## src/rtl/bit_serial_pkg.sv

```systemverilog
// Shared types for the bit-serial adder.
// State encoding and counter-width helper.
package bit_serial_pkg;

  typedef enum logic [1:0] {
    IDLE = 2'd0,
    RUN  = 2'd1,
    FIN  = 2'd2
  } state_t;

  function automatic int cnt_w(input int w);
    return (w < 2) ? 1 : $clog2(w);
  endfunction

endpackage

```

## src/rtl/bit_serial_adder_cell.sv

```systemverilog
// Combinational one-bit full adder.
// Instantiated once by bit_serial_adder.
module full_adder_cell (
  input  logic a,
  input  logic b,
  input  logic c,
  output logic s,
  output logic co
);

  assign s  = a ^ b ^ c;
  assign co = (a & b) | (a & c) | (b & c);

endmodule

```

## src/rtl/bit_serial_adder.sv

```systemverilog
// Bit-serial WIDTH-bit adder, LSB first, start/busy/done handshake.
// Define BIT_SERIAL_ADDER_OVF_EN to add the signed-overflow output ovf.
module bit_serial_adder
  import bit_serial_pkg::*;
#(
  parameter int WIDTH = 8
) (
  input  logic             clk,
  input  logic             rst_n,
  input  logic             start,
  input  logic [WIDTH-1:0] a,
  input  logic [WIDTH-1:0] b,
  input  logic             cin,
  output logic             busy,
  output logic             done,
  output logic [WIDTH-1:0] sum,
  output logic             cout
`ifdef BIT_SERIAL_ADDER_OVF_EN
  ,
  output logic             ovf
`endif
);

  localparam int CNT_W = cnt_w(WIDTH);

  state_t state, state_nxt;

  logic [WIDTH-1:0] sa, sb, res;
  logic [CNT_W-1:0] cnt;
  logic             carry;
  logic             s, c;
  logic             last;
  logic             accept;

  full_adder_cell u_fa (
    .a  (sa[0]),
    .b  (sb[0]),
    .c  (carry),
    .s  (s),
    .co (c)
  );

  assign last   = (cnt == CNT_W'(WIDTH - 1));
  assign accept = start && (state != RUN);
  assign busy   = (state == RUN);
  assign done   = (state == FIN);

  always_ff @(posedge clk or negedge rst_n) begin
    if (!rst_n) state <= IDLE;
    else        state <= state_nxt;
  end

  always_comb begin
    state_nxt = state;
    unique case (state)
      IDLE:    if (start) state_nxt = RUN;
      RUN:     if (last) state_nxt = FIN;
      FIN:     state_nxt = start ? RUN : IDLE;
      default: state_nxt = IDLE;
    endcase
  end

  always_ff @(posedge clk or negedge rst_n) begin
    if (!rst_n) begin
      sa    <= '0;
      sb    <= '0;
      res   <= '0;
      carry <= 1'b0;
      cnt   <= '0;
    end else if (accept) begin
      sa    <= a;
      sb    <= b;
      carry <= cin;
      cnt   <= '0;
    end else if (state == RUN) begin
      sa    <= sa >> 1;
      sb    <= sb >> 1;
      res   <= {s, res[WIDTH-1:1]};
      carry <= c;
      cnt   <= cnt + CNT_W'(1);
    end
  end

  // Visible result only moves on the last bit, so partials never leak.
  always_ff @(posedge clk or negedge rst_n) begin
    if (!rst_n) begin
      sum  <= '0;
      cout <= 1'b0;
    end else if (state == RUN && last) begin
      sum  <= {s, res[WIDTH-1:1]};
      cout <= c;
    end
  end

`ifdef BIT_SERIAL_ADDER_OVF_EN
  always_ff @(posedge clk or negedge rst_n) begin
    if (!rst_n)                     ovf <= 1'b0;
    else if (state == RUN && last) ovf <= carry ^ c;
  end
`endif

endmodule

```

## config.mk

```make
export PLATFORM = sky130hd
export DESIGN_NAME = bit_serial_adder
export DESIGN_NICKNAME = d
export VERILOG_FILES = /design/src/rtl/bit_serial_pkg.sv /design/src/rtl/bit_serial_adder_cell.sv /design/src/rtl/bit_serial_adder.sv
export SDC_FILE = /design/constraint.sdc
export NUM_CORES = 1
export LEC_CHECK = 0
export CAP_MARGIN = 20
export CORE_MARGIN = 4
export CORE_UTILIZATION = 47
export CTS_CLUSTER_DIAMETER = 60
export DETAILED_ROUTE_END_ITERATION = 12
export PLACE_DENSITY_LB_ADDON = 0.25
export REMOVE_ABC_BUFFERS = 1
export SLEW_MARGIN = 40
export SYNTH_ARGS = -nofsm -noshare
export SYNTH_HDL_FRONTEND = slang
export SYNTH_SLANG_ARGS = --single-unit
```

## constraint.sdc

```tcl
create_clock -name clk -period 1.5 [get_ports clk]
set_clock_uncertainty 0.1 [all_clocks]
set_input_delay 0.3 -clock clk [delete_from_list [all_inputs] [get_ports clk]]
set_output_delay 0.3 -clock clk [all_outputs]
set_load 0.02 [all_outputs]
```

* Word-level counts from Yosys, hierarchy flattened
Index checks and enable logic that the tools add are counted.
Cells by class: add/subtract/negate cells 1, equal/unequal tests 6, muxes and demuxes 12, bitwise operators 8, reductions and logical operators 6
Operators with widths (count):
- 8-bit 2-to-1 mux | 4
- 3-bit 2-to-1 mux | 2
- 2-bit one-hot mux with 3 select lines | 1
- 2-bit 2-to-1 mux | 2
- 2-bit by 1-bit != test with 1-bit output, second input constant | 2
- 2-bit AND reduction | 2
- 3-bit by 1-bit adder with 3-bit output, second input constant | 1
- 1-bit bitwise AND | 3
- 3-bit == test, second input constant | 1
- 1-bit 2-to-1 mux | 3
- 2-bit by 1-bit == test with 1-bit output, second input constant | 1
- 2-bit == test, second input constant | 1
- 1-bit logical AND | 2
- 2-bit zero test | 1
- 2-bit != test, second input constant | 1
- 1-bit OR | 2
- 2-bit nonzero test | 1
- 1-bit XOR | 2
- 1-bit inverter | 1
Word-level totals: register bits after elaboration 39, input bits 20, output and inout bits 11

* Logic depth before layout (Yosys ltp)
Gate-level depths: netlist of the first run.
depth after elaboration 5, mapped depth 5, depth with buffers taken out 4

* Cells and area by module
A second synthesis of the first run with hierarchy kept.
Unflattened totals: cell total of the unflattened synthesis 110, area total of the unflattened synthesis 1820.5 um2
By module, submodules not included:
- bit_serial_adder | times used 1, cells an instance 109, area an instance 1800.5 um2, sequential area each 950.9 um2
- full_adder_cell | times used 1, cells an instance 1, area an instance 20.0 um2, sequential area each 0.0 um2

* Worst setup path after synthesis of the first run
OpenSTA, ideal clock, no wires.
kind register to register, start reg cnt[0], end reg cout, library setup time 125 ps, data arrival time 1353 ps, required time 1275 ps, slack -78 ps, stages on the path, launching flop included 6, path buffers 1, cells stage by stage dfrtp_1 > ha_1 > ha_1 > nand3b_1 > buf_2 > mux2_2
On the way: cells in the longest elaborated chain, start to end 2
Ends and longest elaborated chain:
- start: declaration | RTL line bit_serial_adder.sv:29 | logic [CNT_W-1:0] cnt;
- start signal: assignment | RTL line bit_serial_adder.sv:80 | cnt <= cnt + CNT_W'(1);
- 3-bit == test | RTL line bit_serial_adder.sv:43 | assign last = (cnt == CNT_W'(WIDTH - 1));
- 1-bit logical AND | RTL line bit_serial_adder.sv:89 | end else if (state == RUN && last) begin
- end signal: assignment | RTL line bit_serial_adder.sv:88 | cout <= 1'b0;
- end signal: assignment | RTL line bit_serial_adder.sv:91 | cout <= c;
- end: declaration | RTL line bit_serial_adder.sv:17 | output logic cout
Every way passes these cells. A chain may end at the register's enable or synchronous reset.

* Final worst setup path of the first run
start reg cnt[0], end reg sum[3]
On the way: cells in the longest elaborated chain, start to end 2
Ends and longest elaborated chain:
- 3-bit == test | RTL line bit_serial_adder.sv:43
- 1-bit logical AND | RTL line bit_serial_adder.sv:89
- end signal: assignment | RTL line bit_serial_adder.sv:90 | sum <= {s, res[WIDTH-1:1]};
- end: declaration | RTL line bit_serial_adder.sv:16 | output logic [WIDTH-1:0] sum,
Every way passes these cells.

==> flow_summary_export.csv, run 1 <==
group,metric,value,unit
run_status,status,"finished, violations left",
run_status,violations,"negative setup slack",
power,seqPwrFrac,0.391,
synth,synth_area_leaders,"dfrtp_1 52%, mux2_4 27%, mux2_2 9.3%, buf_6 3.1%, mux2i_1 1.7%",
place,hpwlAfterDp,2.149,mm
floorplanning,die_x,70.15,microns
floorplanning,die_height,70.15,microns
worst_hold_path,min_path_type,"in2async",
cells_and_area,drive_above_1_share,0.4679,
detailed_routing,drtPass1Iterations,4,
critical_path,start_kind,"flop",
global_route,grt_usage,0.1417,
power,p_comb_frac,0.472,
detailed_routing,drc,0,
sta,hold_viol,0,
floorplanning,start_util,0.4922,
synth,synth.distinct_cells,14,
critical_path,critPathKind,"reg2reg",
cells_and_area,fin_nets,179,
sta,max_slew.worst_pin.slew,0.3957,ns
floorplanning,dieArea,0.004921,sq mm
place,dp.cells,191,
floorplanning,rows,22,
sta,rsz0062_at_grt,"yes",
power,totalPowerFinal,4621,uW
clock_network,tritoncts,"yes",
synth,synth.avg_cell_area,16.50,sq um
power,leakagePower,0.001200,uW
sta,post-route-period-util,1.033,
synth,yosys_warnings,0,
sta,clock.fmax,645.5,MHz
detailed_routing,ant_nets,0,
sta,layout_min_cycle_time,1.549,ns
critical_path,cp.arrival,1.61,ns
detailed_routing,vias,1018,
critical_path,cp.required,1.57,ns
power,powerDensity,1926,mW/mm^2
cells_and_area,final_util,0.6503,
floorplanning,core,0.003689,sq mm
synth,synthCells,110,
clock_network,htreeDepth,2,
job,drv_cap,0,
floorplanning,io_pins,31,
place,globalplace.congestion,0.6978,
detailed_routing,wl_per_cell,15.34,microns
clock_network,cts_buffers,5,
place,numPortBuffers,30,
power,clockPowerShare,0.137,
global_route,grt_max_degree,26,
global_route,grt_pass1_vias,1139,
power,intPower,3226,uW
critical_path,cp_max_fo,6,
cells_and_area,fin_cells,204,
clock_network,path_clk_slew,0.07,ns
synth,synth_top_area_cell,"dfrtp_1",
clock_network,ctsRootBufferMaster,"clkbuf_8",
sta,setup_ws,-0.04920,ns
clock_network,ctsLongestPathBuffers,2,
sta,relSlewSlack,0.7362,
cells_and_area,antenna_cells,0,
sta,maxSlewViolCount,0,
global_route,grt_pass1_wl,5.423,mm
sta,fin_tns_setup,-0.3380,ns
detailed_routing,viasPerCell,4.990,
sta,setup_viol,9,
power,peakVddDrop,1207,uV
power,switching_share,0.3018,
critical_path,endpoint_kind,"flop",
clock_network,clk_latency,0.28,ns
cells_and_area,areaGrowthSynthToFinish,32.12,%
synth,synth_top_area_share,0.5238,
synth,ys_ff_latch,38,
detailed_routing,drt-total-wl,3.129,mm
detailed_routing,drtIter0Drc,58,
power,net-switching-power,1395,uW
synth,yosysSeqAreaShare,0.5238,
clock_network,clkSinkCount,38,
global_route,grt_antenna_before_repair,0,
synth,synthesis.area,0.001815,sq mm
global_route,grt.overflow.total,0,
-- cell usage in the layout, fill, tap and decap left out --
cell type	n
bufbuf_16	1
buf_4	9
mux2_4	42
dlygate4sd2_1	10
ha_4	1
dlygate4sd3_1	1
dfrtp_1	38
buf_6	3
o22ai_1	1
nor2b_1	3
buf_12	2
clkbuf_8	5
nor2_1	2
fa_1	1
nand2b_4	1
mux2_2	6
clkdlybuf4s50_1	17
nand2b_1	1
nand3b_1	1
buf_2	2
clkbuf_1	2
inv_1	3
ha_2	1
mux2i_1	3
-- power groups by stage --
stage,Sequential (uW),Clock [uW],Combinational (uW)
3_3_place_gp,1770,0,2030
3_5_place_dp,1810,0,2090
6_report,1810,635,2180
2_1_floorplan,1870,0,1360
5_1_grt,1880,703,2340
4_1_cts,1800,664,2180
-- worst max-delay path, cell delays in order, from the launching register on --
cell and delay [ns]:
dfrtp_1 0.38, ha_2 0.20, ha_4 0.15, nand3b_1 0.13, buf_6 0.16, mux2_4 0.30
-- routing by layer --
| layer | GRT usage | up-vias | routed length [microns] |
|---|---|---|---|
| met5 | 0 | - | 0 |
| met4 | 0.05745 | 0 | 45 |
| met3 | 0.04748 | 4 | 148 |
| met2 | 0.2172 | 22 | 1473 |
| met1 | 0.1838 | 520 | 1461 |
| li1 | - | 472 | - |
-- kinds of logic after synthesis --
| group | count (synthesis) | share of synthesized area |
|---|---|---|
| DFF | 38 | 0.5238 |
| muxes | 51 | 0.3825 |
| and+or+nand+nor | 8 | 0.02550 |
| AOI/OAI and AO/OA | 1 | 0.003448 |
| adders and majority gates | 3 | 0.02481 |
| buffers and inverters | 9 | 0.03997 |
-- layout make-up --
class / count / area (sq um)
clock buffer: 7 / 76.32
fill: 280 / 1290
inverter: 3 / 11.26
multi-input combinational: 63 / 848.3
sequential: 38 / 950.9
tap: 48 / 60.06
timing repair buffer: 45 / 451.7
-- registers in the layout (all words and copies together), names as in the netlist --
signal  flops
carry       1
cnt         3
cout        1
res         7
sa          8
sb          8
state       2
sum         8
-- final timing paths --
path	slack [ns]	cells past startpoint	from	endpoint
min in group clk	0.41	1	sum[7]	sum[7]
max reg2reg	-0.05	5	cnt[0]	sum[3]
min	0.37	2	rst_n	res[1]
max	-0.05	5	cnt[0]	sum[3]
min reg2reg	0.41	1	sum[7]	sum[7]
max in group asynchronous	0.48	3	rst_n	sb[0]
-- cell usage after synthesis --
master,number
mux2i_1,3
dfrtp_1,38
nor2b_1,3
nand3b_1,1
inv_1,3
mux2_4,33
nand2b_1,2
nor2_1,2
buf_6,5
ha_1,2
mux2_2,15
fa_1,1
buf_2,1
o22ai_1,1
-- repair_timing --
item,4_1_cts,5_1_grt
cloned,1,0
setup endpoints to repair,24,10
hold buffers,1,0
buffers inserted,3,1
resized for setup,33,2
pin swaps,1,1
endpoints found under the hold margin,16,0
-- per-stage QoR --
stage | hold slack, ns | worst slack (ns) | area (sq um)
5_1_grt | 0.4165 | -0.09772 | 2399
2_1_floorplan | -0.09559 | -0.7460 | 1754
6_report | 0.3707 | -0.04920 | 2399
3_3_place_gp | 0.1337 | -0.3020 | 2202
4_1_cts | 0.3802 | -0.04633 | 2381
3_5_place_dp | 0.1459 | -0.3225 | 2202
Power figures use the tool's default switching activity.
==> run 2, diff against run 1 <==
--- a/config.mk
+++ b/config.mk
@@ -10,7 +10,7 @@
 export CORE_UTILIZATION = 47
 export CTS_CLUSTER_DIAMETER = 60
 export DETAILED_ROUTE_END_ITERATION = 12
-export PLACE_DENSITY_LB_ADDON = 0.25
+export PLACE_DENSITY = 0.82
 export REMOVE_ABC_BUFFERS = 1
 export SLEW_MARGIN = 40
 export SYNTH_ARGS = -nofsm -noshare
==> flow_summary_export.csv, run 2 (synthesis gave the netlist of run 1 again) <==
group,metric,value,unit
critical_path,r2r_cells,5,
critical_path,rr_startpoint,"cnt[0]",
floorplanning,dieArea,0.004921,sq mm
sta,layout_min_cycle_time,1.569,ns
place,dp.cells,190,
floorplanning,rows,22,
sta,hold_viol,0,
power,leakagePower,0.001213,uW
place,hpwlAfterDp,2.217,mm
critical_path,reg2reg_to,"sum[5]",
cells_and_area,nFillCells,287,
floorplanning,die_height,70.15,microns
place,globalplace.congestion,0.7574,
critical_path,cp.arrival,1.64,ns
job,drv_cap,0,
clock_network,ctsLongestPathBuffers,2,
clock_network,cts_buffers,5,
global_route,grt_max_degree,26,
detailed_routing,vias,1023,
power,totalPowerFinal,5101,uW
detailed_routing,viasPerCell,5.015,
sta,clock.fmax,637.4,MHz
sta,max_slew.worst_pin.slew,0.4438,ns
detailed_routing,drc,0,
power,powerDensity,2097,mW/mm^2
global_route,grt_pass1_vias,1171,
cells_and_area,fin_nets,178,
floorplanning,core,0.003689,sq mm
detailed_routing,ant_nets,0,
place,post-place-ws,-0.3664,ns
clock_network,tritoncts,"yes",
critical_path,cp.required,1.57,ns
cells_and_area,areaGrowthSynthToFinish,33.98,%
clock_network,clkSinkCount,38,
cells_and_area,layout_commonest_cell,"mux2_4",
worst_hold_path,min_path_type,"in2async",
sta,post-route-period-util,1.046,
power,peakVddDrop,1457,uV
cells_and_area,mostFrequentLayoutCells,"42 x mux2_4, 38 x dfrtp_1, 17 x clkdlybuf4s50_1",
detailed_routing,drtIter0Drc,43,
run_status,violations,"negative setup slack",
critical_path,critPathKind,"reg2reg",
global_route,grt_antenna_before_repair,0,
global_route,grt_pass1_wl,6.009,mm
critical_path,endpoint_kind,"flop",
cells_and_area,top_regs,"sa (8), sb (8), sum (8)",
critical_path,cp_max_fo,5,
global_route,grt_usage,0.1597,
global_route,grt.overflow.total,0,
clock_network,htreeDepth,2,
critical_path,rrSetupSlack,-0.07,ns
sta,relSlewSlack,0.7041,
clock_network,clk_latency,0.29,ns
clock_network,ctsRootBufferMaster,"clkbuf_8",
sta,setup_viol,9,
detailed_routing,drtPass1Iterations,4,
sta,fin_tns_setup,-0.5358,ns
place,numPortBuffers,30,
sta,maxSlewViolCount,0,
critical_path,start_kind,"flop",
cells_and_area,fin_cells,204,
run_status,status,"finished, violations left",
sta,worst_hold_slack,0.3790,ns
detailed_routing,wl_per_cell,16.97,microns
cells_and_area,antenna_cells,0,
cells_and_area,drive_above_1_share,0.4872,
sta,rsz0062_at_grt,"yes",
detailed_routing,drt-total-wl,3.462,mm
floorplanning,io_pins,31,
sta,setup_ws,-0.06888,ns
floorplanning,start_util,0.4922,
floorplanning,die_x,70.15,microns
clock_network,path_clk_slew,0.07,ns
==> run 2: cell count changes in the layout (fill, tap and decap cells not counted), sizes merged <==
cell    before  now
clkbuf       7    6
bufbuf       1    0
bufinv       0    2
==> run 2: how the worst max path moves through the flow <==
stage                     startpoint  endpoint  slack, ns  cells after the start
after floorplan             state[1]    res[7]      -0.75                      3
after global placement         start     sa[0]      -0.34                      4
after detailed placement       start     sb[3]      -0.37                      4
after CTS                     cnt[1]    sum[2]      -0.11                      6
after global routing          cnt[0]    sum[2]      -0.14                      5
final                         cnt[0]    sum[5]      -0.07                      5
==> run 2: what timing repair did <==
item | CTS | global route
resized for setup | 33 | 4
hold endpoints to repair | 17 | 0
cloned | 1 | 0
hold buffers | 1 | 0
pin swaps | 1 | 2
setup endpoints to repair | 38 | 10
setup buffers | 5 | 1
==> run 2: per-layer routing <==
| layer | track usage | vias to the layer above | routed length, microns |
|---|---|---|---|
| li1 | - | 469 | - |
| met4 | 0.06596 | 0 | 47 |
| met2 | 0.2550 | 26 | 1673 |
| met5 | 0 | - | 0 |
| met1 | 0.2037 | 523 | 1607 |
| met3 | 0.04460 | 5 | 133 |
==> run 2: area by class of cell <==
class / instances / area [sq um] / area share
sequential: 38 / 950.9 / 0.3909
multi-input combinational: 63 / 848.3 / 0.3488
timing repair buffer: 44 / 419.2 / 0.1723
clock buffer: 6 / 82.58 / 0.03395
clock inverter: 2 / 60.06 / 0.02469
tap: 48 / 60.06 / 0.02469
inverter: 3 / 11.26 / 0.004630
==> run 2: per-stage QoR <==
step                      utilization  cell area (sq um)
after global routing           0.6594               2432
after detailed placement       0.5984               2207
after CTS                      0.6666               2459
after global placement         0.5984               2207
final                          0.6594               2432
after floorplan                     -               1754
==> run 2: where the power goes <==
| group | switching (uW) | internal (uW) | total [uW] |
|---|---|---|---|
| clock | 350 | 709 | 1060 |
| combinational | 829 | 1400 | 2220 |
| sequential | 312 | 1500 | 1820 |
| total | 1490 | 3610 | 5100 |
==> run 2: worst max-delay path, cell delays in order, from the launching register on <==
cell      delay [ns]
dfrtp_1         0.39
ha_2            0.21
ha_4            0.16
nand3b_1        0.13
buf_6           0.16
mux2_4          0.30
==> run 3, diff against run 2 <==
--- a/config.mk
+++ b/config.mk
@@ -10,8 +10,10 @@
 export CORE_UTILIZATION = 47
 export CTS_CLUSTER_DIAMETER = 60
 export DETAILED_ROUTE_END_ITERATION = 12
+export GPL_TIMING_DRIVEN = 0
 export PLACE_DENSITY = 0.82
 export REMOVE_ABC_BUFFERS = 1
+export SETUP_SLACK_MARGIN = 0.1
 export SLEW_MARGIN = 40
 export SYNTH_ARGS = -nofsm -noshare
 export SYNTH_HDL_FRONTEND = slang
==> flow_summary_export.csv, run 3 (synthesis gave the netlist of run 1 again) <==
group,metric,value,unit
power,seqPwrFrac,0.330,
cells_and_area,fin_cells,215,
clock_network,ctsRootBufferMaster,"clkbuf_8",
floorplanning,io_pins,31,
detailed_routing,viasPerCell,5.163,
floorplanning,dieArea,0.004921,sq mm
critical_path,crit_slowest_cell,"dfrtp_1",
critical_path,rr_startpoint,"cnt[1]",
clock_network,path_clk_slew,0.08,ns
sta,hold_viol,0,
sta,rsz0062_at_grt,"yes",
detailed_routing,drtIter0Drc,45,
detailed_routing,drtPass1Iterations,4,
critical_path,rrSetupSlack,-0.16,ns
worst_hold_path,min_path_type,"in2async",
global_route,grt_usage,0.1543,
power,p_comb_frac,0.519,
detailed_routing,ant_nets,0,
place,post-place-ws,-0.7365,ns
critical_path,critPathKind,"reg2reg",
detailed_routing,wl_per_cell,18.56,microns
clock_network,htreeDepth,2,
global_route,grt_max_degree,25,
floorplanning,die_height,70.15,microns
clock_network,tritoncts,"yes",
place,globalplace.congestion,0.7289,
sta,maxSlewViolCount,0,
sta,post-route-period-util,1.103,
cells_and_area,antenna_cells,0,
critical_path,crit_path_end,"sum[4]",
global_route,grt_pass1_wl,5.954,mm
clock_network,clkSinkCount,38,
power,leakagePower,0.001287,uW
cells_and_area,drive_above_1_share,0.5509,
job,drv_cap,0,
cells_and_area,fin_nets,189,
floorplanning,start_util,0.4922,
floorplanning,core,0.003689,sq mm
global_route,grt_pass1_vias,1196,
critical_path,cp_max_fo,5,
sta,setup_ws,-0.1551,ns
power,net-switching-power,1712,uW
global_route,grt.overflow.total,0,
power,peakVddDrop,1268,uV
critical_path,start_kind,"flop",
run_status,violations,"negative setup slack",
run_status,status,"finished, violations left",
critical_path,endpoint_kind,"flop",
sta,layout_min_cycle_time,1.655,ns
sta,worst_hold_slack,0.3697,ns
detailed_routing,drc,0,
detailed_routing,drt-total-wl,3.990,mm
sta,relSlewSlack,0.5822,
critical_path,crit_chain,"ha_2 -> ha_4 -> nand3b_1 -> buf_6 -> buf_12 -> mux2_4",
global_route,grt_antenna_before_repair,0,
sta,setup_viol,11,
power,clockPowerShare,0.151,
power,intPower,3880,uW
power,powerDensity,2132,mW/mm^2
power,totalPowerFinal,5591,uW
floorplanning,rows,22,
cells_and_area,mostFrequentLayoutCells,"44 x mux2_4, 37 x dfrtp_1, 17 x clkdlybuf4s50_1",
clock_network,ctsLongestPathBuffers,2,
floorplanning,die_x,70.15,microns
cells_and_area,nFillCells,239,
sta,clock.fmax,604.2,MHz
critical_path,r2r_cells,6,
clock_network,cts_buffers,5,
critical_path,cp.required,1.57,ns
sta,max_slew.worst_pin.slew,0.6268,ns
cells_and_area,final_area,0.002623,sq mm
detailed_routing,vias,1110,
cells_and_area,areaGrowthSynthToFinish,44.45,%
place,dp.cells,184,
critical_path,cp.arrival,1.73,ns
place,numPortBuffers,30,
critical_path,reg2reg_to,"sum[4]",
cells_and_area,layout_commonest_cell,"mux2_4",
place,hpwlAfterDp,2.171,mm
place,place_area,0.002150,sq mm
critical_path,critPathMaxStageDelay,0.41,ns
critical_path,startpoint,"cnt[1]",
clock_network,clk_latency,0.29,ns
cells_and_area,top_regs,"sa (8), sb (8), sum (8)",
power,switching_share,0.3062,
## run 3: routing by layer
layer / up-vias / GRT usage / wire (microns)
met5: - / 0 / 0
met1: 577 / 0.1948 / 1747
met2: 31 / 0.2707 / 2074
met4: 0 / 0.02553 / 21
met3: 2 / 0.03885 / 146
li1: 500 / - / -
## run 3: what timing repair did
| item | in CTS | in global routing |
|---|---|---|
| endpoints found under the setup margin | 47 | 31 |
| hold buffers | 1 | 0 |
| setup buffers | 6 | 14 |
| hold endpoints to repair | 14 | 0 |
| gates resized for setup | 34 | 33 |
| pin swaps | 2 | 3 |
| cloned | 1 | 1 |
## run 3: cell type report
cell class / instances / area, sq um / area share
Sequential cell: 38 / 952.2 / 0.3631
Multi-Input combinational cell: 63 / 865.8 / 0.3302
Timing Repair Buffer: 55 / 611.8 / 0.2333
Clock buffer: 5 / 68.82 / 0.02624
Tap cell: 48 / 60.06 / 0.02290
Clock inverter: 3 / 40.04 / 0.01527
Inverter: 3 / 23.77 / 0.009065
## run 3: how the worst min path moves through the flow
stage	start	end	slack [ns]
3_5_place_dp	rst_n	res[7]	0.15
2_1_floorplan	rst_n	carry	-0.1
3_3_place_gp	cnt[0]	cnt[0]	0.37
6_report	rst_n	res[2]	0.37
5_1_grt	rst_n	sum[5]	0.41
4_1_cts	rst_n	res[7]	0.37
## run 3: critical path, delay by kind of cell, from the launching register on
family | cells | cell delay [ns]
adder cells (fa/ha/maj) | 2 | 0.36
flip-flops | 1 | 0.41
multiplexers | 1 | 0.29
buffers and inverters | 2 | 0.24
AND/OR/NAND/NOR | 1 | 0.13
## run 3: stage by stage
step	setup TNS, ns	utilization
3_5_place_dp	-5.872	0.5828
5_1_grt	-1.899	0.7110
3_3_place_gp	-53.86	0.5733
4_1_cts	-1.047	0.6479
6_report	-1.447	0.7110
2_1_floorplan	-11.70	-
## run 3: power by group through the flow
| stage | sequential [uW] | clock, uW | combinational [uW] |
|---|---|---|---|
| floorplan | 1870 | 0 | 1360 |
| global placement | 1770 | 0 | 1990 |
| detailed placement | 1810 | 0 | 2070 |
| CTS | 1810 | 845 | 2220 |
| global route | 1900 | 916 | 3060 |
| finish | 1840 | 842 | 2900 |
==> variant (settings of run 1) <==
Encoding of `state_t`: now one-hot (3 bits for 3 states).
--- a/src/rtl/bit_serial_pkg.sv
+++ b/src/rtl/bit_serial_pkg.sv
@@ -3,8 +3,8 @@
 package bit_serial_pkg;
 
-  typedef enum logic [1:0] {
-    IDLE = 2'd0,
-    RUN  = 2'd1,
-    FIN  = 2'd2
+  typedef enum logic [2:0] {
+    IDLE = 3'b001,
+    RUN  = 3'b010,
+    FIN  = 3'b100
   } state_t;
 
Function: same outputs for any inputs over 10 cycles, from zero or initial values and one cycle with rst_n low; not proved beyond that.
==> variant against run 1 <==
  * The flow still finishes with violations (setup timing)
  * Setup slack got worse by 130 ps
  * Highest routed layer unchanged
  * Largest cell class unchanged
  * Fmax down 7.6%
  * First-iteration DRC count is 14% lower
  * Final cell count grew 4.4%
  * Final area grew 7.0%
  * Hold slack better by 33 ps
  * Wire length rose by 25%
  * Power down 18%
  * Synthesized cell count rose by 1.8%
  * Count of clock-buffer cells in the layout fell by 1
  * Sequential cell count increased by 1
  * Area after synthesis down 3.0%
==> variant: results (changes against run 1) <==
[run_status]
violations = setup timing
status = complete, but fails checks

[global_route]
grt_pass1_wl_um = 5710  ; +5.2%
grt_max_degree = 30  ; +15%
grt_use_total = 0.152  ; +0.0101
grt_pass1_vias = 1176  ; +3.2%

[sta]
setup_violations = 18  ; +9
setup_ws_ps = -177  ; -128 ps
relSlewSlack = 0.693  ; -0.0434

[yosys]
synth.distinct_cells = 18  ; +4
seq_area_frac_synth = 0.555  ; +0.0309
synth.area.top_cells = dfrtp_1 (54%), mux2_2 (30%), buf_6 (3.8%), mux2i_1 (1.7%), dfstp_2 (1.5%)
ys_top_cells_by_count = mux2_2 (47), dfrtp_1 (38), buf_6 (6)

[power]
ir_worst_vdd_uv = 742  ; -39%
p_int_mw = 2.73  ; -15%
p_leak_nw = 1.21  ; +1.3%

[placed_design]
hpwl_um = 2150  ; +0.16%
gp_congestion = 0.683  ; -2.2%
postPlaceCellArea_mm2 = 0.00214  ; -2.8%
port_buffers = 30  ; unchanged

[critical_path]
path_max_fanout = 5  ; -1
cp.arrival_ps = 1750  ; +140 ps
endpoint = sum[2]

[finish]
drive_gt1_frac = 0.521  ; +0.0530
nNetsFinal = 190  ; +6.1%
top_regs = sa: 8 flops, sb: 8 flops, sum: 8 flops

[min_path]
hp-class = input pin to async pin

[routing]
wl_um = 3900  ; +25%
drt_iter0_markers = 50  ; -14%
vias = 1100  ; +8.1%

[variant: cell count changes after synthesis, sizes merged]
cell and delta:
nand2b -1, dfstp +1, xor2 +1, nor2b -1, nor3b +2, nand3b -1, nor4bb +1, o22ai -1
inv -1, a31oi +1, a32o +1
[variant: layer usage]
metal,GRT usage,vias up,routed length [um]
li1,-,502,-
met1,0.198,562,1750
met2,0.235,24,1890
met3,0.0362,12,146
met4,0.0781,0,109
met5,0,-,0
[variant: final cells by class]
| type | instances | area, um^2 |
|---|---|---|
| Clock inverter | 1 | 5.00 |
| Timing Repair Buffer | 54 | 574 |
| Clock buffer | 6 | 82.6 |
| Sequential cell | 39 | 977 |
| Fill cell | 228 | 902 |
| Inverter | 2 | 7.51 |
| Tap cell | 46 | 57.6 |
| Multi-Input combinational cell | 65 | 862 |
[variant: timing repair]
item | CTS | global route
gates resized for setup | 39 | 28
hold buffers | 1 | 0
pin swaps | 2 | 1
hold endpoints to repair | 17 | 0
setup buffers | 2 | 7
cloned | 2 | 3
endpoints found under the setup margin | 44 | 34
[variant: logic make-up after synthesis]
logic type | count (synthesis) | synth area share
AND/OR/NAND/NOR | 8 | 0.0391
AO/OA/AOI/OAI | 2 | 0.00924
multiplexers | 51 | 0.324
buffers and inverters | 8 | 0.0426
flip-flops | 39 | 0.555
XOR/XNOR | 1 | 0.00497
adder cells (fa/ha/maj) | 3 | 0.0256
[variant: power by group through the flow]
stage | registers [mW] | clock network (mW) | logic [mW]
2_1_floorplan | 1.54 | 0 | 0.624
3_3_place_gp | 1.57 | 0 | 0.874
3_5_place_dp | 1.61 | 0 | 0.922
4_1_cts | 1.59 | 0.716 | 1.00
5_1_grt | 1.66 | 0.746 | 1.57
6_report | 1.62 | 0.694 | 1.48
[variant: worst min-delay path by stage]
| stage | cells past startpoint | endpoint | startpoint |
|---|---|---|---|
| CTS | 1 | sb[0] | sb[1] |
| global route | 1 | sum[6] | sum[6] |
| finish | 2 | sum[7] | rst_n |
| global placement | 1 | state[1] | rst_n |
| floorplan | 0 | carry | rst_n |
| detailed placement | 1 | sum[7] | rst_n |
[variant: critical path: stages, from the launching register on]
cell	delay [ps]
dfrtp_1	360
ha_2	200
ha_4	130
nor4bb_4	280
buf_6	200
mux2_4	300
[variant: stage by stage]
stage,TNS [ps],total power [mW],hold WS [ps],setup WS (ps),instances
detailed placement,-7710,2.53,180,-326,191
finish,-1620,3.80,404,-177,213
floorplan,-18230,2.17,-95.6,-510,106
CTS,-1520,3.31,398,-170,203
global route,-3250,3.98,412,-229,213
global placement,-7120,2.45,160,-299,191
